$ cat src/rtl/lf_carrier_divider_if.sv
// Carrier timebase bus: run request and divisor in, divided clock and status out.
interface lf_carrier_divider_if #(
    parameter int unsigned WIDTH = 8
);
    logic             enable;
    logic [WIDTH-1:0] divisor;
    logic [WIDTH-1:0] pck_cnt;
    logic             pck_divclk;
    logic             period_start;
    logic             busy;
    logic [WIDTH-1:0] eff_div;

    // Configuration / consumer side
    modport master (
        output enable,
        output divisor,
        input  pck_cnt,
        input  pck_divclk,
        input  period_start,
        input  busy,
        input  eff_div
    );

    // Carrier generator side
    modport slave (
        input  enable,
        input  divisor,
        output pck_cnt,
        output pck_divclk,
        output period_start,
        output busy,
        output eff_div
    );
endinterface

$ cat src/rtl/lf_carrier_divider.sv
// LF carrier timebase: glitch-free divided clock plus phase counter from pck0.
// Start/stop and divisor changes take effect only on whole-period boundaries.
module lf_carrier_divider #(
    parameter int unsigned WIDTH     = 8,
    parameter int unsigned MIN_DIV   = 15,
    parameter int unsigned RESET_DIV = 95
) (
    input  logic                pck0,
    input  logic                reset,
    lf_carrier_divider_if.slave bus
);

    typedef enum logic [1:0] {
        ST_IDLE  = 2'd0,
        ST_RUN   = 2'd1,
        ST_DRAIN = 2'd2
    } state_t;

    state_t           state_q;
    state_t           state_d;
    logic [WIDTH-1:0] cnt_q;
    logic [WIDTH-1:0] cnt_d;
    logic [WIDTH-1:0] eff_q;
    logic [WIDTH-1:0] eff_d;
    logic             divclk_q;
    logic             divclk_d;

    logic [WIDTH-1:0] clamped_div;
    logic             wrap;
    logic             end_of_period;
    logic             busy_c;
    logic             period_start_c;

    // Requested divisor floored so the counter always reaches MIN_DIV
    assign clamped_div = (bus.divisor < WIDTH'(MIN_DIV)) ? WIDTH'(MIN_DIV) : bus.divisor;

    // Half-period ends when the counter hits the active divisor; a full period
    // ends on the wrap that takes the divided clock from high to low
    assign wrap          = (cnt_q == eff_q);
    assign end_of_period = wrap & divclk_q;

    // State register
    always_ff @(posedge pck0 or posedge reset) begin
        if (reset) begin
            state_q <= ST_IDLE;
        end else begin
            state_q <= state_d;
        end
    end

    // Next-state logic: stopping is deferred until the end of a full period
    always_comb begin
        state_d = ST_IDLE;
        case (state_q)
            ST_IDLE: begin
                state_d = bus.enable ? ST_RUN : ST_IDLE;
            end
            ST_RUN: begin
                state_d = bus.enable ? ST_RUN : ST_DRAIN;
            end
            ST_DRAIN: begin
                if (bus.enable) begin
                    state_d = ST_RUN;
                end else if (end_of_period) begin
                    state_d = ST_IDLE;
                end else begin
                    state_d = ST_DRAIN;
                end
            end
            default: begin
                state_d = ST_IDLE;
            end
        endcase
    end

    // Output decode from registered state only
    always_comb begin
        busy_c         = 1'b0;
        period_start_c = 1'b0;
        if (state_q != ST_IDLE) begin
            busy_c         = 1'b1;
            period_start_c = (cnt_q == '0) && !divclk_q;
        end
    end

    // Counter, divided clock and divisor reload; reload only on period boundaries
    always_comb begin
        cnt_d    = cnt_q;
        divclk_d = divclk_q;
        eff_d    = eff_q;
        case (state_q)
            ST_IDLE: begin
                cnt_d    = '0;
                divclk_d = 1'b0;
                if (state_d == ST_RUN) begin
                    eff_d = clamped_div;
                end
            end
            ST_RUN, ST_DRAIN: begin
                if (wrap) begin
                    cnt_d    = '0;
                    divclk_d = ~divclk_q;
                end else begin
                    cnt_d = cnt_q + WIDTH'(1);
                end
                if (end_of_period && (state_d == ST_RUN)) begin
                    eff_d = clamped_div;
                end
                if (state_d == ST_IDLE) begin
                    cnt_d    = '0;
                    divclk_d = 1'b0;
                end
            end
            default: begin
                cnt_d    = '0;
                divclk_d = 1'b0;
            end
        endcase
    end

    // Datapath registers
    always_ff @(posedge pck0 or posedge reset) begin
        if (reset) begin
            cnt_q    <= '0;
            divclk_q <= 1'b0;
            eff_q    <= WIDTH'(RESET_DIV);
        end else begin
            cnt_q    <= cnt_d;
            divclk_q <= divclk_d;
            eff_q    <= eff_d;
        end
    end

    assign bus.pck_cnt      = cnt_q;
    assign bus.pck_divclk   = divclk_q;
    assign bus.eff_div      = eff_q;
    assign bus.busy         = busy_c;
    assign bus.period_start = period_start_c;

endmodule
$ cat src/flat_wrapper.sv
// flat-port wrapper written by rule: the top's interface ports become plain ports
module lf_carrier_divider_flat 
#(
    parameter int unsigned WIDTH     = 8,
    parameter int unsigned MIN_DIV   = 15,
    parameter int unsigned RESET_DIV = 95
)
  (pck0, reset, bus_enable, bus_divisor, bus_pck_cnt, bus_pck_divclk, bus_period_start, bus_busy, bus_eff_div);
  lf_carrier_divider_if #(.WIDTH(WIDTH)) bus_i ();
  input  logic pck0;
  input  logic reset;
  input wire logic [$bits(bus_i.enable)-1:0] bus_enable;
  input wire logic [$bits(bus_i.divisor)-1:0] bus_divisor;
  output wire logic [$bits(bus_i.pck_cnt)-1:0] bus_pck_cnt;
  output wire logic [$bits(bus_i.pck_divclk)-1:0] bus_pck_divclk;
  output wire logic [$bits(bus_i.period_start)-1:0] bus_period_start;
  output wire logic [$bits(bus_i.busy)-1:0] bus_busy;
  output wire logic [$bits(bus_i.eff_div)-1:0] bus_eff_div;
  assign bus_i.enable = bus_enable;
  assign bus_i.divisor = bus_divisor;
  assign bus_pck_cnt = bus_i.pck_cnt;
  assign bus_pck_divclk = bus_i.pck_divclk;
  assign bus_period_start = bus_i.period_start;
  assign bus_busy = bus_i.busy;
  assign bus_eff_div = bus_i.eff_div;
  lf_carrier_divider #(.WIDTH(WIDTH), .MIN_DIV(MIN_DIV), .RESET_DIV(RESET_DIV)) u_core (.pck0(pck0), .reset(reset), .bus(bus_i));
endmodule
$ cat config.mk
export PLATFORM = sky130hd
export DESIGN_NAME = lf_carrier_divider_flat
export DESIGN_NICKNAME = d
export VERILOG_FILES = /design/src/rtl/lf_carrier_divider_if.sv /design/src/rtl/lf_carrier_divider.sv /design/src/flat_wrapper.sv
export SDC_FILE = /design/constraint.sdc
export NUM_CORES = 1
export LEC_CHECK = 0
export CAP_MARGIN = 15
export CORE_MARGIN = 1.5
export CORE_UTILIZATION = 40
export CTS_BUF_LIST = sky130_fd_sc_hd__clkbuf_8
export CTS_CLUSTER_DIAMETER = 30
export DETAILED_ROUTE_END_ITERATION = 10
export GPL_TIMING_DRIVEN = 0
export HOLD_SLACK_MARGIN = 0.12
export PLACE_DENSITY = 0.76
export SLEW_MARGIN = 15
export SYNTH_ARGS = -nofsm -noshare
export SYNTH_HDL_FRONTEND = slang
export SYNTH_SLANG_ARGS = --single-unit
$ cat constraint.sdc
create_clock -name pck0 -period 2.4 [get_ports pck0]
set_input_delay 0.36 -clock pck0 [delete_from_list [all_inputs] [get_ports pck0]]
set_output_delay 0.36 -clock pck0 [all_outputs]
set_load 0.1 [all_outputs]
==> results_dict.tcl <==
set metrics [dict create \
    wl_mm 2.07 \
    synth.avg_cell_area_um2 10.5 \
    path_cells "clkdlybuf4s50_1" \
    cts_tree "built" \
    cp_slowest_cell "clkdlybuf4s50_1" \
    tightest_slew_ns 0.975 \
    hpwlAfterDp_mm 1.64 \
    status "finished clean" \
    holdCritPathClass "reg2reg" \
    core_mm2 0.00248 \
    grt_pass1_wl_mm 3.59 \
    overflow 0 \
    finalSetupTns_ns 0 \
    fin_nets 150 \
    max_stage_delay_ns 1.20 \
    n_antenna_cell 0 \
    drt_iter0_markers 4 \
    post_cts_resized 6 \
    post-route-util_pct 58.0 \
    placed_cells 158 \
    die_w_um 54.0 \
    path_max_fanout 7 \
    clk_latency_ns 0.25 \
    grt_pass1_vias 834 \
    synth_nets 116 \
    ys_types 25 \
    mostFrequentLayoutCell "clkdlybuf4s50_1" \
    track_usage_pct 17.4 \
    synth_seq_cells 19 \
    dpl-instance-area_mm2 0.00140 \
    fin_crit_sh_pct 96.7 \
    synthCells 99 \
    dieArea_mm2 0.00292 \
    syn-cell-area_mm2 0.00104 \
    final_cell_count_no_fill 162 \
    antenna_left 0 \
    cts_hold_buf 0 \
    yosys_warnings 0 \
    crit_required_ns 2.04 \
    critPathLaunchType "flip-flop" \
    hold_viol 0 \
    critical_path_class "reg2out" \
    cts_buffer_depth 2 \
    via_per_inst 4.93 \
    port_buffers 29 \
    fmax_ghz 0.431 \
    rsz0062_at_grt "no" \
    drc_errors 0 \
    cts_root_buffer "clkbuf_8" \
    dr.pass1.iters 4 \
    period_minus_slack_ns 2.32 \
    numCtsBuffers 3 \
    path_buf_inv 1 \
    drive_gt1_share_pct 20.5 \
    dr_total_vias 799 \
    slew_headroom_pct 34.8 \
    ys_seq_area_share_pct 46.3 \
    setup_viol 0 \
    cts_sinks 19 \
    final-max-slew-violation-count 0 \
    drv_cap 0 \
    place_congestion 0.735 \
    grt_max_degree 20 \
    fp.dieH_um 54.0 \
    clkTransAtPathRegs_ns 0.06 \
    final_cell_mix "clkdlybuf4s50_1 (27), nor2_1 (15), inv_1 (14)" \
    rows 18 \
    post-cts-setup-buffers 0 \
    clock_skew_ns 0.00337 \
    final_area_mm2 0.00144 \
    cp_top_family "buffers and inverters" \
    antenna_found_initial 0 \
    initial_core_util_pct 42.1 \
    ioPinCount 30 \
    h-tree-depth 1 \
    endpoint_kind "primary output" \
    cp.arrival_ns 1.96 \
    detail_route.wl_per_cell_um 12.8 \
    area_growth_pct 37.8 \
]
## cells in the mapped netlist
cell type	n	share of area (%)
dfstp_2	6	15
nand2_1	2	0.72
xor2_1	5	4.2
a211oi_1	1	0.72
inv_1	13	4.7
dfrtp_1	13	31
nor2_2	1	0.60
ha_1	6	7.2
nor2_1	15	5.4
nor4_1	2	1.2
nor2b_1	1	0.60
and3_2	1	0.72
mux2_2	4	4.3
or2_2	1	0.60
nor4b_1	1	0.84
a31oi_4	1	2.0
a211o_1	1	0.84
a211oi_2	1	1.2
and3_1	1	0.60
xnor2_1	10	8.4
mux2i_1	4	3.8
nand3_1	5	2.4
nand4_1	2	1.2
buf_2	1	0.48
a2111oi_0	1	0.84
## worst paths after layout
kind | start | slack [ns] | to | cells after the start
setup / recovery | u_core.bus.pck_cnt[2] | 0.08 | bus_pck_cnt[2] | 1
hold / removal | u_core.bus.eff_div[2] | 0.49 | u_core.bus.eff_div[2] | 2
setup reg to reg | u_core.state_q[0] | 0.52 | u_core.bus.eff_div[5] | 6
hold reg to reg | u_core.bus.eff_div[2] | 0.49 | u_core.bus.eff_div[2] | 2
max in group asynchronous | reset | 1.38 | u_core.bus.pck_cnt[5] | 2
min in group asynchronous | reset | 0.51 | u_core.state_q[1] | 2
## layout make-up
type                            instances  area (um^2)
Buffer                                  1         5.00
Tap cell                               30         37.5
Fill cell                             220         1040
Clock inverter                          1         3.75
Timing Repair Buffer                   29          284
Inverter                               13         48.8
Sequential cell                        19          495
Multi-Input combinational cell         66          520
Clock buffer                            3         41.3
## per-stage QoR
| step | hold WS [ns] | worst slack (ns) |
|---|---|---|
| 2_1_floorplan | 0.306 | -0.111 |
| 3_5_place_dp | 0.484 | -0.360 |
| 4_1_cts | 0.495 | 0.0675 |
| 3_3_place_gp | 0.476 | -0.291 |
| 6_report | 0.491 | 0.0781 |
| 5_1_grt | 0.504 | 0.0133 |
## cell families (layout without fill, tap and decap cells)
| kind of cell | after synthesis | count (layout) | share of synthesized area, % |
|---|---|---|---|
| AO/OA/AOI/OAI | 5 | 5 | 5.64 |
| XOR/XNOR | 15 | 15 | 12.6 |
| adder cells (fa/ha/maj) | 6 | 6 | 7.20 |
| buffers and inverters | 14 | 47 | 5.16 |
| flip-flops | 19 | 19 | 46.3 |
| multiplexers | 8 | 8 | 8.16 |
| AND/OR/NAND/NOR | 32 | 32 | 14.9 |
## per-layer routing
layer  share of wire, %  vias to the layer above  track usage (%)
li1                   -                      389                -
met1                 42                      386             20.2
met2                 53                       20             31.3
met3                4.9                        4             3.33
met4               0.97                        0             6.67
met5                  0                        -                0
## registers in the layout (all words and copies together) (netlist names)
register               flops
u_core.bus.eff_div         8
u_core.bus.pck_cnt         8
u_core.bus.pck_divclk      1
u_core.state_q             2
Power is left out: the tool's default activity adds up to more than one toggle a clock period on the data nets, which glitch-free logic cannot reach.
